$ cat config.mk
export PLATFORM = sky130hd
export DESIGN_NAME = uart_tx_sequencer
export DESIGN_NICKNAME = d
export VERILOG_FILES = /design/src/rtl/uart_seq_pkg.sv /design/src/rtl/uart_seq_fifo.sv /design/src/rtl/uart_tx_sequencer.sv
export SDC_FILE = /design/constraint.sdc
export NUM_CORES = 1
export LEC_CHECK = 0
export BUFFER_PORTS_ARGS = -buffer_cell sky130_fd_sc_hd__buf_2
export CORE_UTILIZATION = 27
export DETAILED_ROUTE_END_ITERATION = 16
export PLACE_DENSITY = 0.53
export SLEW_MARGIN = 15
export SYNTH_ARGS = -nofsm -noshare
export SYNTH_HDL_FRONTEND = slang
export SYNTH_SLANG_ARGS = --single-unit
$ cat constraint.sdc
create_clock -name clk -period 4.45 [get_ports clk]
set_input_delay 0.6675 -clock clk [delete_from_list [all_inputs] [get_ports clk]]
set_output_delay 0.6675 -clock clk [all_outputs]
set_load 0.02 [all_outputs]
$ cat src/rtl/uart_seq_pkg.sv
// Shared constants for the UART TX sequencer: register map, FSM encoding, CR byte.
package uart_seq_pkg;

    localparam int unsigned ADDR_SOFTRESET = 0;
    localparam int unsigned ADDR_DIV       = 1;
    localparam int unsigned ADDR_TXDATA    = 2;
    localparam int unsigned ADDR_TXEN      = 3;
    localparam int unsigned ADDR_TXREADY   = 4;

    localparam logic [7:0] CR_BYTE = 8'h0D;

    typedef enum logic [2:0] {
        ST_INIT_RST     = 3'd0,
        ST_INIT_RST_CLR = 3'd1,
        ST_INIT_DIV     = 3'd2,
        ST_INIT_TXEN    = 3'd3,
        ST_IDLE         = 3'd4,
        ST_POLL         = 3'd5,
        ST_SEND         = 3'd6
    } state_t;

endpackage

$ cat src/rtl/uart_seq_fifo.sv
// Byte FIFO with registered full/empty/count flags; DEPTH must be a power of two.
module uart_seq_fifo #(
    parameter int unsigned DEPTH = 4
) (
    input  logic                     clk,
    input  logic                     reset,
    input  logic                     push,
    input  logic                     pop,
    input  logic [7:0]               wdata,
    output logic [7:0]               head,
    output logic                     full,
    output logic                     empty,
    output logic [$clog2(DEPTH):0]   count
);

    localparam int unsigned PTR_W = $clog2(DEPTH);
    localparam int unsigned CNT_W = PTR_W + 1;

    logic [7:0]       mem [DEPTH];
    logic [PTR_W-1:0] wr_ptr;
    logic [PTR_W-1:0] rd_ptr;
    logic [CNT_W-1:0] count_next;

    assign count_next = count + CNT_W'(push) - CNT_W'(pop);
    assign head       = mem[rd_ptr];

    // Pointers wrap naturally because DEPTH is a power of two
    always_ff @(posedge clk or posedge reset) begin
        if (reset) begin
            wr_ptr <= '0;
            rd_ptr <= '0;
            count  <= '0;
            full   <= 1'b0;
            empty  <= 1'b1;
        end else begin
            if (push) wr_ptr <= wr_ptr + PTR_W'(1);
            if (pop)  rd_ptr <= rd_ptr + PTR_W'(1);
            count <= count_next;
            full  <= (count_next == CNT_W'(DEPTH));
            empty <= (count_next == '0);
        end
    end

    always_ff @(posedge clk) begin
        if (push) mem[wr_ptr] <= wdata;
    end

endmodule

$ cat src/rtl/uart_tx_sequencer.sv
// Bus master that initialises the UART and drains a byte FIFO through TX-ready polling.
// Optional poll timeout enabled by defining UART_SEQ_TIMEOUT_EN.
module uart_tx_sequencer
    import uart_seq_pkg::*;
#(
    parameter int unsigned UART_ADDR_W  = 3,
    parameter int unsigned DATA_W       = 32,
    parameter int unsigned FIFO_DEPTH   = 4,
`ifdef UART_SEQ_TIMEOUT_EN
    parameter int unsigned POLL_TIMEOUT = 1024,
`endif
    parameter int unsigned DIV_W        = 16
) (
    input  logic                   clk,
    input  logic                   reset,
    input  logic [DIV_W-1:0]       div,
    input  logic                   in_valid,
    output logic                   in_ready,
    input  logic [7:0]             in_data,
    output logic                   init_done,
    output logic                   busy,
    output logic                   cr_sent,
    output logic                   uart_valid,
    output logic [UART_ADDR_W-1:0] uart_addr,
    output logic [DATA_W-1:0]      uart_wdata,
    output logic                   uart_wstrb,
    input  logic [DATA_W-1:0]      uart_rdata,
`ifdef UART_SEQ_TIMEOUT_EN
    output logic                   timeout_err,
`endif
    input  logic                   uart_ready
);

    localparam int unsigned FIFO_CNT_W = $clog2(FIFO_DEPTH) + 1;

    state_t                 state;
    state_t                 state_next;
    logic                   done;
    logic                   push;
    logic                   pop;
    logic                   timeout_hit;
    logic                   fifo_full;
    logic                   fifo_empty;
    logic [7:0]             fifo_head;
    logic [FIFO_CNT_W-1:0]  fifo_count;
    logic [FIFO_CNT_W-1:0]  fifo_count_next;
    logic                   valid_d;
    logic [UART_ADDR_W-1:0] addr_d;
    logic [DATA_W-1:0]      wdata_d;
    logic                   wstrb_d;
    logic                   unused_rdata_hi;

    assign done            = uart_valid & uart_ready;
    assign push            = in_valid & ~fifo_full;
    assign in_ready        = ~fifo_full;
    assign fifo_count_next = fifo_count + FIFO_CNT_W'(push) - FIFO_CNT_W'(pop);
    assign unused_rdata_hi = ^uart_rdata[DATA_W-1:1];

    uart_seq_fifo #(.DEPTH(FIFO_DEPTH)) u_fifo (
        .clk   (clk),
        .reset (reset),
        .push  (push),
        .pop   (pop),
        .wdata (in_data),
        .head  (fifo_head),
        .full  (fifo_full),
        .empty (fifo_empty),
        .count (fifo_count)
    );

`ifdef UART_SEQ_TIMEOUT_EN
    localparam int unsigned POLL_CNT_W = $clog2(POLL_TIMEOUT + 1);
    logic [POLL_CNT_W-1:0] poll_cnt;

    // Consecutive failed TX-ready reads for the current head byte
    always_ff @(posedge clk or posedge reset) begin
        if (reset) begin
            poll_cnt    <= '0;
            timeout_err <= 1'b0;
        end else begin
            if (state == ST_IDLE && state_next == ST_POLL)
                poll_cnt <= '0;
            else if (state == ST_POLL && done && !uart_rdata[0])
                poll_cnt <= poll_cnt + POLL_CNT_W'(1);
            if (timeout_hit) timeout_err <= 1'b1;
        end
    end
`endif

    // State register plus registered bus request
    always_ff @(posedge clk or posedge reset) begin
        if (reset) begin
            state      <= ST_INIT_RST;
            uart_valid <= 1'b0;
            uart_addr  <= '0;
            uart_wdata <= '0;
            uart_wstrb <= 1'b0;
        end else begin
            state      <= state_next;
            uart_valid <= valid_d;
            uart_addr  <= addr_d;
            uart_wdata <= wdata_d;
            uart_wstrb <= wstrb_d;
        end
    end

    always_comb begin
        state_next  = state;
        pop         = 1'b0;
        timeout_hit = 1'b0;
        case (state)
            ST_INIT_RST:     if (done) state_next = ST_INIT_RST_CLR;
            ST_INIT_RST_CLR: if (done) state_next = ST_INIT_DIV;
            ST_INIT_DIV:     if (done) state_next = ST_INIT_TXEN;
            ST_INIT_TXEN:    if (done) state_next = ST_IDLE;
            ST_IDLE:         if (!fifo_empty) state_next = ST_POLL;
            ST_POLL: begin
                if (done) begin
                    if (uart_rdata[0]) begin
                        state_next = ST_SEND;
                    end
`ifdef UART_SEQ_TIMEOUT_EN
                    else if (poll_cnt == POLL_CNT_W'(POLL_TIMEOUT - 1)) begin
                        state_next  = ST_IDLE;
                        pop         = 1'b1;
                        timeout_hit = 1'b1;
                    end
`endif
                end
            end
            ST_SEND: begin
                if (done) begin
                    state_next = ST_IDLE;
                    pop        = 1'b1;
                end
            end
            default: state_next = ST_INIT_RST;
        endcase
    end

    // Launch a request for the upcoming state only after an idle cycle on the bus
    always_comb begin
        valid_d = uart_valid;
        addr_d  = uart_addr;
        wdata_d = uart_wdata;
        wstrb_d = uart_wstrb;
        if (uart_valid) begin
            if (uart_ready) valid_d = 1'b0;
        end else if (state_next != ST_IDLE) begin
            valid_d = 1'b1;
            wstrb_d = 1'b1;
            case (state_next)
                ST_INIT_RST: begin
                    addr_d  = UART_ADDR_W'(ADDR_SOFTRESET);
                    wdata_d = DATA_W'(1);
                end
                ST_INIT_RST_CLR: begin
                    addr_d  = UART_ADDR_W'(ADDR_SOFTRESET);
                    wdata_d = '0;
                end
                ST_INIT_DIV: begin
                    addr_d  = UART_ADDR_W'(ADDR_DIV);
                    wdata_d = DATA_W'(div);
                end
                ST_INIT_TXEN: begin
                    addr_d  = UART_ADDR_W'(ADDR_TXEN);
                    wdata_d = DATA_W'(1);
                end
                ST_POLL: begin
                    addr_d  = UART_ADDR_W'(ADDR_TXREADY);
                    wdata_d = '0;
                    wstrb_d = 1'b0;
                end
                ST_SEND: begin
                    addr_d  = UART_ADDR_W'(ADDR_TXDATA);
                    wdata_d = DATA_W'(fifo_head);
                end
                default: valid_d = 1'b0;
            endcase
        end
    end

    always_ff @(posedge clk or posedge reset) begin
        if (reset) begin
            init_done <= 1'b0;
            busy      <= 1'b0;
            cr_sent   <= 1'b0;
        end else begin
            init_done <= init_done | (state == ST_INIT_TXEN && done);
            busy      <= (fifo_count_next != '0) || valid_d;
            cr_sent   <= (state == ST_SEND) && done && (fifo_head == CR_BYTE);
        end
    end

endmodule

* Word level (Yosys, flattened, before mapping)
Memories as Yosys holds them, arrays and structs flattened.
Cells that the tools add are included.
Widths: inputs -> output; s select.
** Storage, ports and cells
- Register bits after elaboration :: 52
- RAM bits :: 32
- Bits of input ports :: 60
- Output and inout bits :: 41
- Logic and storage cells :: 74
- Memories kept :: 1
** Operators by class
- $add $sub $neg :: 4
- Equal/unequal tests :: 14
- Mux-type cells :: 19
- Bitwise logic cells :: 5
- Reduce and logical (&&, ||, !) cells :: 18
** Memory list
- u_fifo.mem :: words 4, width 8, rd ports 1, clocked after Yosys merged registers in 0, wr ports 1, line uart_seq_fifo.sv:19 : logic [7:0] mem [DEPTH];
** Operators with widths (number)
- $pmux 32 s4 :: 1
- $mux 3 :: 7
- $eq 3x3->1 const B :: 6
- $pmux 3 s6 :: 1
- $pmux 3 s5 :: 1
- $eq 3x2->1 const B :: 4
- $logic_not 3->1 :: 3
- $mux 1 :: 9
- $eq 8x4->1 const B :: 1
- $reduce_or 2->1 :: 4
- $eq 3x1->1 const B :: 2
- $reduce_and 3->1 :: 2
- $reduce_or 6->1 :: 1
- $reduce_bool 5->1 :: 1
- $add 2x1->2 const B :: 2
- $reduce_bool 4->1 :: 1
- $add 3x1->3 :: 1
- $logic_and 1x1->1 :: 3
- $ne 3x3->1 const B :: 1
- $reduce_bool 3->1 :: 1
- $sub 3x1->3 :: 1
- $and 1x1->1 :: 2
- $not 1->1 :: 2
- $reduce_and 2->1 :: 1
- other kinds (2) :: 2

* Longest topological paths before layout
Gate-level depths: netlist of the first run.
- Depth after elaboration :: 9
- Gate-level depth with buffers :: 12
- Depth with buffers taken out :: 11

* Cells and area by module
From an unflattened synthesis of the first run, not the netlist that was laid out.
** Second synthesis, totals
- Cells, all modules :: 220
- Area, all modules :: 3095.5 µm²
** By module, submodules not included
- uart_seq_fifo :: instances 1, cells an instance 78, area each 1610.3 µm², seq. area each 1187.4 µm²
- uart_tx_sequencer :: instances 1, cells an instance 142, area each 1485.2 µm², seq. area each 675.6 µm²

* Worst setup path before layout of the first run
Ideal clock, no wire load.
- Kind :: reg2reg
- Start point :: reg uart_valid
- End point :: reg busy
- Setup time :: 0.130 ns
- Arrival time :: 2.400 ns
- Data required time :: 4.320 ns
- Setup slack :: 1.920 ns
- Cell stages (with the launch flop) :: 13
- Path buffers :: 1
- Period minus slack after synthesis :: 2.530 ns
- Path through :: dfrtp_1 > buf_2 > nand3_1 > nor2_1 > ha_1 > inv_1 > ha_1 > inv_1 > fa_1 > xnor2_1 > xnor2_1 > nor3_1 > nand3_1
** Between the ends
- Elaborated cells between the ends (all ways) :: 23
- Classes of those cells :: 1 x add/sub; 6 x eq/ne; 11 x mux; 1 x bitwise; 4 x reduce/logical
** RTL lines
- start, declared :: line uart_tx_sequencer.sv:23 : output logic uart_valid,
- start signal, assigned :: line uart_tx_sequencer.sv:100 : uart_valid <= valid_d;
- $and 1x1->1 :: line uart_tx_sequencer.sv:53 : assign done = uart_valid & uart_ready;
- $mux 1 :: line uart_tx_sequencer.sv:132 : if (done) begin
- $mux 1 :: line uart_tx_sequencer.sv:111 : case (state)
- named net pop :: line uart_tx_sequencer.sv:40 : logic pop;
- $sub 3x1->3 :: line uart_tx_sequencer.sv:56 : assign fifo_count_next = fifo_count + FIFO_CNT_W'(push) - FIFO_CNT_W'(pop);
- named net fifo_count_next[2] :: line uart_tx_sequencer.sv:46 : logic [FIFO_CNT_W-1:0] fifo_count_next;
- $reduce_bool 3->1 :: line uart_tx_sequencer.sv:190 : busy <= (fifo_count_next != '0) || valid_d;
- $logic_or 1x1->1 :: line uart_tx_sequencer.sv:190
- end signal, assigned :: line uart_tx_sequencer.sv:190
- end, declared :: line uart_tx_sequencer.sv:21 : output logic busy,
The timed path passes the listed nets, and every way through them passes these cells.
A chain may end at the register's enable or synchronous reset.

* Final worst setup path of the first run
Ends and elaborated chain as after synthesis.

==> qor.txt, run 1 <==
Placed cells -> 386
Clock skew -> 0.01172 ns
Yosys top cell by area -> edfxtp_1
Final WL -> 5515 µm
Die boundary height -> 106.1 µm
First drt pass iteration count -> 4
Leakage -> 1.543 nW
Largest cells by area after synthesis -> edfxtp_1 33%, dfrtp_1 30%, mux4_1 4.5%
Outcome -> completed
CTS resizes -> 0
Worst hold path type -> input port to async pin
Internal reg-to-reg setup slack -> 1.68 ns
Maximum fanout along the worst path -> 15
EDFF count, synth -> 32
Nets -> 328
Vias post-DR -> 1768
Initial antenna violation count -> 0
Worst EP required -> 4.64 ns
Largest net degree at the start of global routing -> 37
Non-filler cells, final -> 402
Setup WS pre-CTS -> 1.523 ns
Max-slew violation count -> 0
Number of synthesized register bits -> 68
Synth Area in Compound Gates -> 0.08554
H-Tree Depth -> 3
DR iter-0 viols -> 94
Worst-Margin Slew -> 1.083 ns
CTS buffer count -> 9
Top_reg_cell synth -> dfrtp_1
Diode count -> 0
Critical path data arrival time -> 2.97 ns
Power, Total -> 2.280 mW
Cell count after synthesis -> 205
Die ar. -> 11260 µm²
Max stage delay cell, worst path -> dfrtp_1
Synth cell types -> 42
Final setup viols -> 0
Synthesized cell area -> 2925 µm²
Xor and xnor area share after synthesis -> 0.01497
Clock slew at reported path FFs -> 0.07 ns
Vias in the first global route -> 1760
Synth-to-Final Area Change -> 18.09%
CTS tree -> done
Starting density of the core -> 0.2808
# DRC -> 0
Post-synth ARST share -> 0.5294
Post-synthesis mux area share -> 0.07143
Max Root-Sink Buffers -> 2
Core ar. -> 10420 µm²
GR Overflow Total -> 0
R2R cell count -> 11
Post-DP HPWL -> 3792 µm
Relative slew margins -> 0.2727
Simple-gate share of the synthesized area -> 0.07571
Storage cell area -> 1863 µm²
Maxcap violations -> 0
Setup TNS -> 0 ns
Hold slack -> 0.4334 ns
Row count -> 37
Clk_lat worst skew -> 0.34 ns
F_max -> 360.8 MHz
Multi-input combinational cell area -> 884.6 µm²
Crit Path Class -> register to register
Avg WL per Cell -> 13.72 µm
Total track usage -> 0.1098
Fin worst setup slack -> 1.678 ns
R2R Path End -> busy
Clock Sinks -> 68
RSZ-0062 raised after global routing -> no
Width of the chip -> 106.1 µm
VDD IR max -> 0.0002520 V
Sequential area share after synthesis -> 0.6369
Routed Antenna Nets -> 0
Crit-path cells -> nand3_1, nor2_1, ha_1, inv_1, ha_1, inv_1, fa_1, xnor2_1, xnor2_1, nor3_1, nand3_1
Final Wtd Congestion -> 0.7352
Port Buffers -> 53
Hold Vio Cnt, Final -> 0
CTS hold repair buffers -> 0
Min Tclk post-route -> 2.772 ns
First-pass GRT wire length -> 9163 µm
Worst setup EP type -> register
Adder-Cell Fraction of Synth Area -> 0.03251
Worst r2r src -> uart_valid
Root Driver -> clkbuf_8
Critical Path Start Type -> register
Pwr Density -> 660.1 nW/µm²
CP max stage delay -> 0.65 ns
Vias per std cell -> 4.398
Number of setup buffers added after CTS -> 0
Top cell type's share of synthesized area -> 0.3285
# fillers -> 1061
Tcrit/Tclk final -> 0.6228
Main combinational cell family by area after synthesis -> compound AO/OA/AOI/OAI gates
I/O pins -> 101
Yosys warning total -> 0
Syn_area_per_cell -> 14.27 µm²
Share of cells above drive strength 1 -> 0.2857
[metrics by stage]
| stage | cell area (µm²) | utilization |
|---|---|---|
| after floorplan | 2982 | - |
| after global placement | 3266 | 0.3135 |
| after detailed placement | 3266 | 0.3135 |
| after CTS | 3455 | 0.3317 |
| after global routing | 3455 | 0.3317 |
| final | 3455 | 0.3317 |
[area by class of cell]
cell class,instances,area share
Clock buffer,13,0.04310
Clock inverter,3,0.01159
Inverter,20,0.02173
Multi-Input combinational cell,108,0.2561
Sequential cell,68,0.5393
Tap cell,136,0.04926
Timing Repair Buffer,54,0.07896
[worst max-delay path: cells and delay by family, from the launching register on]
family | cells | cell delay, ns
adders and majority gates | 3 | 0.80
and+or+nand+nor | 4 | 0.77
DFF | 1 | 0.65
xor gates and xnor gates | 2 | 0.31
buffers and inverters | 2 | 0.10
[state kept, by name, summed over array words and instances (netlist names)]
signal         count
busy               1
cr_sent            1
init_done          1
state              3
u_fifo.count       3
u_fifo.empty       1
u_fifo.full        1
u_fifo.mem        32
u_fifo.rd_ptr      2
u_fifo.wr_ptr      2
uart_addr          3
uart_valid         1
uart_wdata        16
uart_wstrb         1
[routing by layer]
metal	wire length (µm)	track usage
met1	2648	0.1466
met2	2559	0.1634
met3	284	0.04414
met4	22	0.03274
met5	0	0
[worst max-delay path by stage]
stage / startpoint / to / slack (ns) / depth (start not counted)
after floorplan: uart_valid / busy / 1.92 / 12
after CTS: uart_valid / busy / 1.66 / 11
after global routing: uart_valid / busy / 1.46 / 11
final: uart_valid / busy / 1.68 / 11
after detailed placement: uart_ready / busy / 1.52 / 12
after global placement: uart_ready / busy / 1.55 / 12
[cells by family (layout without fill, tap and decap cells)]
group	Yosys count	in the layout
flops	68	68
buf+inv	44	90
simple gates	40	40
compound gates	31	31
mux	9	9
fa+ha+maj	7	7
xor+xnor	5	5
other cells	1	16
[cells in the mapped netlist, types with 2 or more instances]
master    count
nand3_1       5
mux4_1        5
mux4_2        3
nor2_1        5
edfxtp_1     32
o21ai_0       4
a222oi_1      7
inv_1        20
buf_2         5
nand2b_1      2
a22o_1        8
a21oi_1       3
dfrtp_1      35
o21bai_1      2
clkbuf_1      2
and2_1        6
nor3_1        4
nor2b_1       2
buf_4        16
nand2_1       9
xnor2_1       4
ha_1          6
[layout by cell type, fill, tap and decap left out, drive strengths merged, types with 2 or more instances in the layout]
cell    synthesis  final
conb            1     16
a22o            8      8
mux4            8      8
clkinv          0      2
a222oi          7      7
o21bai          2      2
ha              6      6
buf            22     54
clkbuf          2     13
a21oi           3      3
nand2           9      9
and2            6      6
nor2            5      5
nor3            5      5
edfxtp         32     32
inv            20     20
nand2b          2      2
o21ai           4      4
xnor2           4      4
dfrtp          35     35
nand3           5      5
nor2b           2      2
[where the power goes]
part           leakage (nW)  internal (mW)  switching (mW)
Combinational         0.701          0.320           0.466
Sequential            0.744          0.856           0.145
Clock                0.0974          0.273           0.220
Note: power is estimated with default switching activity, not from simulation.
==> run 2: changes to the inputs <==
Settings changed: ABC_AREA set to 1, PLACE_DENSITY 0.53 to 0.54.
Clock period 4.45 ns to 2.52 ns, I/O delays scaled along.
==> run 2 against run 1 <==
Effect of this change:
- critical path depth up 2
- core utilization grew 1.9 points
- clock skew fell by 0.0019 ns
- fmax increased by 13%
- clock power rose to 2.6 times the previous value
- non-clock buffer count is 19 higher
- register-to-register slack lost 1.6 ns
- critical path type unchanged
- critical endpoint unchanged
==> qor.txt, run 2 <==
Maxcap violations -> 0
Critical Path Start Type -> register
Final WL -> 6459 µm
Outcome -> completed
Largest net degree at the start of global routing -> 37
First drt pass iteration count -> 4
Max reg flops -> 32
Xor and xnor area share after synthesis -> 0.01380
Port Buffers -> 53
GR peak layer -> met2
Max Root-Sink Buffers -> 2
Avg WL per Cell -> 12.16 µm
Max-slew violation count -> 0
Max stage delay cell, worst path -> dfrtp_1
Min Tclk post-route -> 2.446 ns
Post-DP HPWL -> 4484 µm
Pwr Density -> 1295 nW/µm²
H-Tree Depth -> 3
Met2 Use GR -> 0.1731
Total track usage -> 0.1142
Clk_lat worst skew -> 0.34 ns
M1 GR Usage -> 0.1477
Die ar. -> 12190 µm²
Grt met3 use -> 0.04501
Critical path data arrival time -> 2.63 ns
Synth cell types -> 36
Synth top cells by count -> 65 x nand2_1, 44 x inv_1, 35 x dfrtp_1
Crit-path cells -> inv_2, nand2_4, nor3_4, ha_1, inv_1, ha_2, inv_2, fa_2, xnor2_2, xnor2_2, nor3_2, buf_4, o211ai_1
Top cell type's share of synthesized area -> 0.3028
Crit Path Class -> register to register
Worst setup EP type -> register
Leakage -> 1.925 nW
DR iter-0 viols -> 87
Count leader, synth -> nand2_1
Finished Cell Area -> 4001 µm²
CTS buffer count -> 9
Largest cells by area after synthesis -> edfxtp_1 30%, dfrtp_1 28%, nand2_1 7.7%
Routed Antenna Nets -> 0
Vias in the first global route -> 2189
Root Driver -> clkbuf_16
Vias post-DR -> 2227
Initial antenna violation count -> 0
Width of the chip -> 110.4 µm
Hold Vio Cnt, Final -> 0
Adder-Cell Fraction of Synth Area -> 0.02997
Clock slew at reported path FFs -> 0.06 ns
Synth Area in Compound Gates -> 0.09819
Row count -> 39
Sequential area share after synthesis -> 0.5871
Main combinational cell family by area after synthesis -> simple AND/OR/NAND/NOR gates
Diode count -> 0
# DRC -> 0
Clock Sinks -> 68
Setup TNS -> 0 ns
Post-synthesis mux area share -> 0
CTS tree -> done
Clock skew -> 0.009850 ns
I/O pins -> 101
Maximum fanout along the worst path -> 2
CTS hold repair buffers -> 0
Starting density of the core -> 0.2779
Most common cell after layout, fill and taps aside -> nand2_1
Nets -> 450
Worst hold path type -> input port to async pin
Cell count after synthesis -> 307
Die boundary height -> 110.4 µm
Worst EP required -> 2.71 ns
CP max stage delay -> 0.38 ns
Core ar. -> 11420 µm²
Largest register by flop count -> u_fifo.mem
Tcrit/Tclk final -> 0.9706
Number of synthesized register bits -> 68
Final setup viols -> 0
Top_reg_cell synth -> dfrtp_1
Commonest non-fill, non-tap cells in the layout -> 64 x nand2_1, 53 x buf_2, 43 x inv_1
VDD IR max -> 0.0005043 V
F_max -> 408.9 MHz
Syn_area_per_cell -> 10.34 µm²
Post-synth ARST share -> 0.5294
# fillers -> 1169
Vias per std cell -> 4.194
Share of cells above drive strength 1 -> 0.3041
Largest registers -> u_fifo.mem (32), uart_wdata (16)
Synthesized cell area -> 3173 µm²
GR Overflow Total -> 0
Yosys warning total -> 0
EDFF count, synth -> 32
Simple-gate share of the synthesized area -> 0.1609
First-pass GRT wire length -> 10790 µm
Yosys top cell by area -> edfxtp_1
RSZ-0062 raised after global routing -> yes
Final core utilization -> 0.3504
Final Wtd Congestion -> 0.7532
Synth-to-Final Area Change -> 26.10%
Instance area at placement -> 3626 µm²
-- run 2: cell count changes after synthesis, sizes merged, moves of 3 or more --
cell,delta
o211ai,+10
nor3,-3
nor2,+21
a21oi,+3
a222oi,-7
nand4,+4
o21ai,+16
o22a,+3
a22o,-8
nand2,+60
mux4,-8
and2,-6
inv,+26
nand3,+5
-- run 2: worst max-delay path, delay by kind of cell (launching register included) --
kind	cells	cell delay, ns
adder cells (fa/ha/maj)	3	0.78
AND/OR/NAND/NOR	3	0.43
flip-flops	1	0.38
buffers and inverters	4	0.31
XOR/XNOR	2	0.31
AO/OA/AOI/OAI	1	0.08
-- run 2: final cells by class --
cell class                      instances  area, µm²  share of cell area
Sequential cell                        68       1863              0.4656
Multi-Input combinational cell        185       1065              0.2661
Clock inverter                          7      81.33             0.02033
Inverter                               46      172.7             0.04315
Timing Repair Buffer                   73      415.4              0.1038
Clock buffer                            9      225.2             0.05629
Tap cell                              143      178.9             0.04472
-- run 2: cell families (layout without fill, tap and decap cells) --
| kind of cell | after synthesis | in the layout |
|---|---|---|
| simple gates | 114 | 114 |
| buf+inv | 69 | 135 |
| flops | 68 | 68 |
| compound gates | 43 | 43 |
| fa+ha+maj | 7 | 7 |
| xor+xnor | 5 | 5 |
| other cells | 1 | 16 |
-- run 2: path summary, 6_finish.rpt --
check,cells past startpoint,to,startpoint,slack (ns)
hold / removal,3,u_fifo.full,reset,0.14
hold reg to reg,2,init_done,init_done,0.46
setup / recovery,13,busy,state[0],0.07
setup reg to reg,13,busy,state[0],0.07
max in group asynchronous,3,u_fifo.empty,reset,2.02
min in group clk,1,u_fifo.mem[0][1],in_data[1],0.26
-- run 2: routing by layer --
metal	vias to the layer above	routed length, µm
met3	6	401
met5	-	0
met4	0	65
li1	1127	-
met1	1029	3055
met2	65	2936
-- run 2: repair_timing --
| action | 4_1_cts | 5_1_grt |
|---|---|---|
| buffers inserted | 0 | 4 |
| endpoints found under the hold margin | 0 | 0 |
| endpoints found under the setup margin | 0 | 2 |
| resized for setup | 0 | 9 |
-- run 2: where the power goes --
| part | total [mW] | switching (mW) | internal [mW] |
|---|---|---|---|
| Sequential | 1.70 | 0.172 | 1.53 |
| Clock | 1.29 | 0.513 | 0.779 |
| Combinational | 2.19 | 1.37 | 0.821 |
| Total | 5.18 | 2.05 | 3.13 |
-- run 2: per-stage QoR --
| step | setup slack, ns | hold slack [ns] | instances | power [mW] |
|---|---|---|---|---|
| after global routing | -0.07393 | 0.1932 | 531 | 5.560 |
| after CTS | 0.04503 | 0.1716 | 527 | 5.136 |
| final | 0.07412 | 0.1381 | 531 | 5.183 |
| after global placement | -0.003556 | 0.4463 | 511 | 3.778 |
| after detailed placement | -0.003137 | 0.4496 | 511 | 3.818 |
| after floorplan | 0.07137 | 0.4551 | 322 | 3.203 |
